--- src/rtl/timer_counter_hms.sv ---
// Run-time counter: divides the clock into ticks and accumulates packed-BCD HH:MM:SS,
// gated by a four-state IDLE/RUN/PAUSE/DONE controller. Requires TICK_DIV >= 2 and 2**PRE_W >= TICK_DIV.
module timer_counter_hms #(
   parameter int TICK_DIV = 100_000_000,
   parameter int PRE_W    = 27
) (
   input  logic       clock,
   input  logic       reset,
   input  logic       start,
   input  logic       stop,
   input  logic       clear,
   input  logic       fin,
   output logic [7:0] CcountH,
   output logic [7:0] CcountM,
   output logic [7:0] CcountS,
   output logic       en_cmp,
   output logic       running,
   output logic       done,
   output logic       tick
);

   typedef enum logic [1:0] {S_IDLE, S_RUN, S_PAUSE, S_DONE} state_t;

   localparam logic [PRE_W-1:0] PRE_LAST = PRE_W'(TICK_DIV - 1);

   state_t           state_q, state_d;
   logic [PRE_W-1:0] pre_q, pre_d;
   logic [7:0]       h_q, h_d, m_q, m_d, s_q, s_d;
   logic             tick_q, tick_d;
   logic [7:0]       h_nx, m_nx, s_nx;

   // Two-digit BCD increment that wraps to 00 once the value reaches max.
   function automatic logic [7:0] bcd_inc(input logic [7:0] v, input logic [7:0] max);
      logic [3:0] tens, units;
      tens  = v[7:4];
      units = v[3:0];
      if (v == max)
         return 8'h00;
      else if (units == 4'd9)
         return {tens + 4'd1, 4'd0};
      else
         return {tens, units + 4'd1};
   endfunction

   always_comb begin
      state_d = state_q;
      pre_d   = pre_q;
      h_d     = h_q;
      m_d     = m_q;
      s_d     = s_q;
      tick_d  = 1'b0;
      h_nx    = bcd_inc(h_q, 8'h23);
      m_nx    = bcd_inc(m_q, 8'h59);
      s_nx    = bcd_inc(s_q, 8'h59);

      if (clear) begin
         state_d = S_IDLE;
         pre_d   = '0;
         h_d     = 8'h00;
         m_d     = 8'h00;
         s_d     = 8'h00;
      end else begin
         unique case (state_q)
            S_IDLE: begin
               if (start) state_d = S_RUN;
            end
            S_RUN: begin
               // fin and stop both pre-empt a tick that falls due in the same cycle.
               if (fin) begin
                  state_d = S_DONE;
               end else if (stop) begin
                  state_d = S_PAUSE;
               end else if (pre_q == PRE_LAST) begin
                  pre_d  = '0;
                  tick_d = 1'b1;
                  s_d    = s_nx;
                  if (s_q == 8'h59) begin
                     m_d = m_nx;
                     if (m_q == 8'h59) h_d = h_nx;
                  end
               end else begin
                  pre_d = pre_q + PRE_W'(1);
               end
            end
            S_PAUSE: begin
               if (start) state_d = S_RUN;
            end
            S_DONE: begin
               state_d = S_DONE;
            end
            default: state_d = S_IDLE;
         endcase
      end
   end

   always_ff @(posedge clock) begin
      if (reset) begin
         state_q <= S_IDLE;
         pre_q   <= '0;
         h_q     <= 8'h00;
         m_q     <= 8'h00;
         s_q     <= 8'h00;
         tick_q  <= 1'b0;
      end else begin
         state_q <= state_d;
         pre_q   <= pre_d;
         h_q     <= h_d;
         m_q     <= m_d;
         s_q     <= s_d;
         tick_q  <= tick_d;
      end
   end

   assign CcountH = h_q;
   assign CcountM = m_q;
   assign CcountS = s_q;
   assign tick    = tick_q;
   assign running = (state_q == S_RUN);
   assign done    = (state_q == S_DONE);
   assign en_cmp  = (state_q == S_RUN) || (state_q == S_DONE);

endmodule

--- config.mk ---
export PLATFORM = sky130hd
export DESIGN_NAME = timer_counter_hms
export DESIGN_NICKNAME = d
export VERILOG_FILES = /design/src/rtl/timer_counter_hms.sv
export SDC_FILE = /design/constraint.sdc
export NUM_CORES = 1
export LEC_CHECK = 0
export ABC_AREA = 0
export BUFFER_PORTS_ARGS = -buffer_cell sky130_fd_sc_hd__buf_2
export CORE_ASPECT_RATIO = 1.75
export CORE_MARGIN = 5
export CORE_UTILIZATION = 45
export CTS_CLUSTER_SIZE = 40
export DETAILED_ROUTE_END_ITERATION = 7
export PLACE_DENSITY = 0.66
export SLEW_MARGIN = 20
export SYNTH_ARGS = -nofsm -noshare
export SYNTH_HDL_FRONTEND = slang
export SYNTH_SLANG_ARGS = --single-unit
--- constraint.sdc ---
create_clock -name clock -period 4.8 [get_ports clock]
set_input_delay 0.72 -clock clock [delete_from_list [all_inputs] [get_ports clock]]
set_output_delay 0.72 -clock clock [all_outputs]
set_load 0.05 [all_outputs]
==> results.sh <==
export IMPL_slowest_delay_ns=0.75
export IMPL_worstPathMaxFanout=26
export IMPL_die_area_mm2=0.00755
export IMPL_timing_hold_ws_ns=0.483
export IMPL_clock_latency_ns=0.31
export IMPL_coreArea_mm2=0.00579
export IMPL_period_share_pct=64.2
export IMPL_met3_usage_pct=2.54
export IMPL_synthesis_area_mm2=0.00264
export IMPL_avgSynthCellArea_um2=8.62
export IMPL_p_comb_share_pct=2.2
export IMPL_synth_compound_area_share_pct=9.59
export IMPL_regToRegEndpoint="pre_q[25]$_SDFFE_PP0P_"
export IMPL_path_clk_slew_ns=0.09
export IMPL_dpl_cell_area_mm2=0.00285
export IMPL_place_hpwl_mm=3.89
export IMPL_path_cells="buf_2 -> or4b_1 -> nor4_4 -> nand3_2 -> nand2_1 -> nor2_1"
export IMPL_yosysWarnings=0
export IMPL_num_rows=37
export IMPL_status="finished, final reports clean"
export IMPL_holdPathStages=2
export IMPL_arrival_ns=3.25
export IMPL_ys_seq_elements=54
export IMPL_grt_util_all_layers_pct=15.2
export IMPL_die_x_um=67.9
export IMPL_power_switching_mw=0.165
export IMPL_use_met1_pct=17.2
export IMPL_maxCapViolations=0
export IMPL_critPathKind="primary input to flop"
export IMPL_regArea_mm2=0.00108
export IMPL_worstHoldStart="pre_q[1]$_SDFFE_PP0P_"
export IMPL_antenna_cells=0
export IMPL_synthXorXnorAreaFrac_pct=8.64
export IMPL_synthAdderAreaFrac_pct=6.17
export IMPL_critPathRequiredTime_ns=4.96
export IMPL_grt_use_met2_pct=27.4
export IMPL_slew_headroom_pct=36.0
export IMPL_final_area_mm2=0.00296
export IMPL_multiInputGateArea_mm2=0.00146
export IMPL_synthMuxAreaShare_pct=0.759
export IMPL_holdPathEnd="pre_q[1]$_SDFFE_PP0P_"
export IMPL_place_congestion=0.753
export IMPL_setup_viol=0
export IMPL_synth_top_area_share_pct=41.0
export IMPL_p_clk_share_pct=39.7
export IMPL_htree_num_levels=2
export IMPL_timing_rr_start="state_q[0]$_SDFFE_PP0P_"
export IMPL_clkSinkCount=54
export IMPL_antenna_found_initial=0
export IMPL_critical_path_startpoint_type="primary input"
export IMPL_wl_per_cell_um=13.0
export IMPL_vias=2211
export IMPL_worstMarginPinSlew_ns=0.951
export IMPL_grt_pass1_wl_mm=9.20
export IMPL_grt_max_degree=27
export IMPL_ys_seq_area_share_pct=41.0
export IMPL_p_leak_nw=1.09
export IMPL_slew_viol_final=0
export IMPL_async_flop_share_pct=0
export IMPL_swShare_pct=21.4
export IMPL_p_per_area_mw_per_mm2=261
export IMPL_fill_cells=574
export IMPL_synth_nets=325
export IMPL_initial_utilization_pct=45.6
export IMPL_synth_edf_count=0
export IMPL_area_delta_synth_final_pct=12.4
export IMPL_end_kind="flop"
export IMPL_layout_drive_gt1_share_pct=14.0
export IMPL_cts_tree="done"
export IMPL_drt_initial_drc_count=101
export IMPL_fmax_ghz=0.324
export IMPL_reg2reg_depth=5
export IMPL_synth_largest_area_cell="dfxtp_1"
export IMPL_post_route_drc_count=0
export IMPL_hold_buffers=0
export IMPL_cp_num_buf_inv=1
export IMPL_drt_total_wl_mm=5.39
export IMPL_hold_viol=0
export IMPL_post_cts_buffers=0
export IMPL_seq_power_share_pct=58.1
export IMPL_cts_resized=0
export IMPL_dr_pass1_iters=4
export IMPL_busiest_layer="met2"
export IMPL_synthCells=306
export IMPL_crit_family="simple AND/OR/NAND/NOR gates"
export IMPL_rrSetupSlack_ns=1.87
export IMPL_crit_slowest_cell="nand2_1"
export IMPL_port_buffer_count=33
export IMPL_synthSimpleGateAreaFrac_pct=30.4
export IMPL_fin_ws_ns=1.72
export IMPL_synth_top_family_by_area="simple AND/OR/NAND/NOR gates"
export IMPL_yosysMostFrequentCell="dfxtp_1"
export IMPL_min_period_ns=3.08
export IMPL_synth_cell_types=43
export IMPL_dp_slack_ns=1.37
export IMPL_cts_buffers=5
export IMPL_ant_nets=0
export IMPL_grt_pass1_vias=2063
export IMPL_finClkSkew_ns=0.00916
export IMPL_rsz0062_at_grt="no"
export IMPL_cell_internal_pwr_mw=0.608
export IMPL_grt_overflow=0
export IMPL_yosys_most_used_dff="dfxtp_1"
export IMPL_nets=354
export IMPL_cts_root_buffer="clkbuf_8"
export IMPL_cts_max_path_buffers=2
export IMPL_routed_via_density=5.34
export IMPL_io_pins=34
export IMPL_fin_tns_setup_ns=0
export IMPL_die_h_um=111
export IMPL_synth_area_leaders="dfxtp_1, xor2_1, ha_1"
export IMPL_hold_path_class="flop to flop"
export IMPL_synth_common_cells="dfxtp_1, nor2_1, nand2_1, a21oi_1, xor2_1"
export IMPL_vdd_drop_max_uv=167
cell families (layout without fill, tap and decap cells):
group	count (synthesis)	after routing
fa+ha+maj	13	13
xor+xnor	26	26
buf+inv	23	53
simple gates	142	142
mux	2	2
flops	54	54
compound gates	46	46
power groups by stage:
stage | clock [mW] | combinational (mW) | sequential [mW]
floorplan | 0 | 0.0124 | 0.459
global placement | 0 | 0.0174 | 0.459
detailed placement | 0 | 0.0176 | 0.459
CTS | 0.317 | 0.0176 | 0.449
global route | 0.336 | 0.0191 | 0.449
finish | 0.307 | 0.0173 | 0.449
worst reg2reg max path: cells and delay by family, from the launching register on:
kind / cells / cell delay [ns]
simple gates: 5 / 2.37
flops: 1 / 0.41
routing by layer:
layer | part of all wire (%) | vias to the layer above
met4 | 1.7 | 0
met2 | 53 | 25
li1 | - | 1137
met5 | 0 | -
met3 | 2.9 | 6
met1 | 42 | 1043
state kept, by name, summed over array words and instances (netlist names):
register,count
state_q,2
tick,1
CcountM,8
pre_q,27
CcountS,8
CcountH,8
cell type report:
| cell class | instances | share of cell area [%] |
|---|---|---|
| clock inverter | 2 | 1.27 |
| inverter | 12 | 1.52 |
| timing repair buffer | 33 | 5.57 |
| tap | 78 | 3.29 |
| multi-input combinational | 229 | 49.4 |
| sequential | 54 | 36.5 |
| clock buffer | 6 | 2.45 |
cells in the final DEF (no fill, tap or decap), drive strengths merged, types with 2 or more instances in the layout:
master	synthesis	routed
or4	9	9
and3b	4	4
nor2b	4	4
nand2	23	23
nor4b	2	2
or2	2	2
xor2	19	19
or3b	2	2
inv	12	12
nand4	12	12
nor4	5	5
nor2	35	35
nor3	5	5
or3	9	9
o211ai	2	2
mux2i	2	2
buf	2	33
a21oi	22	22
dfxtp	54	54
xnor2	7	7
ha	13	13
and3	4	4
clkbuf	9	6
and2	3	3
nand3	17	17
o21ai	17	17
metrics by stage:
step | cells | utilization [%] | power, mW
after CTS | 414 | 51.2 | 0.784
after floorplan | 306 | - | 0.472
final | 414 | 51.2 | 0.773
after detailed placement | 406 | 49.3 | 0.477
after global placement | 406 | 49.3 | 0.477
after global routing | 414 | 51.2 | 0.805
worst max-delay path by stage:
stage / startpoint / end / slack, ns / cells past startpoint
2_1_floorplan: fin / CcountH[2]$_SDFFE_PP0P_ / 2.06 / 7
5_1_grt: fin / pre_q[15]$_SDFFE_PP0P_ / 1.43 / 6
4_1_cts: fin / pre_q[25]$_SDFFE_PP0P_ / 1.69 / 6
3_5_place_dp: fin / pre_q[25]$_SDFFE_PP0P_ / 1.37 / 6
6_report: fin / pre_q[25]$_SDFFE_PP0P_ / 1.72 / 6
3_3_place_gp: fin / pre_q[6]$_SDFFE_PP0P_ / 1.44 / 6
Power figures use the tool's default switching activity.
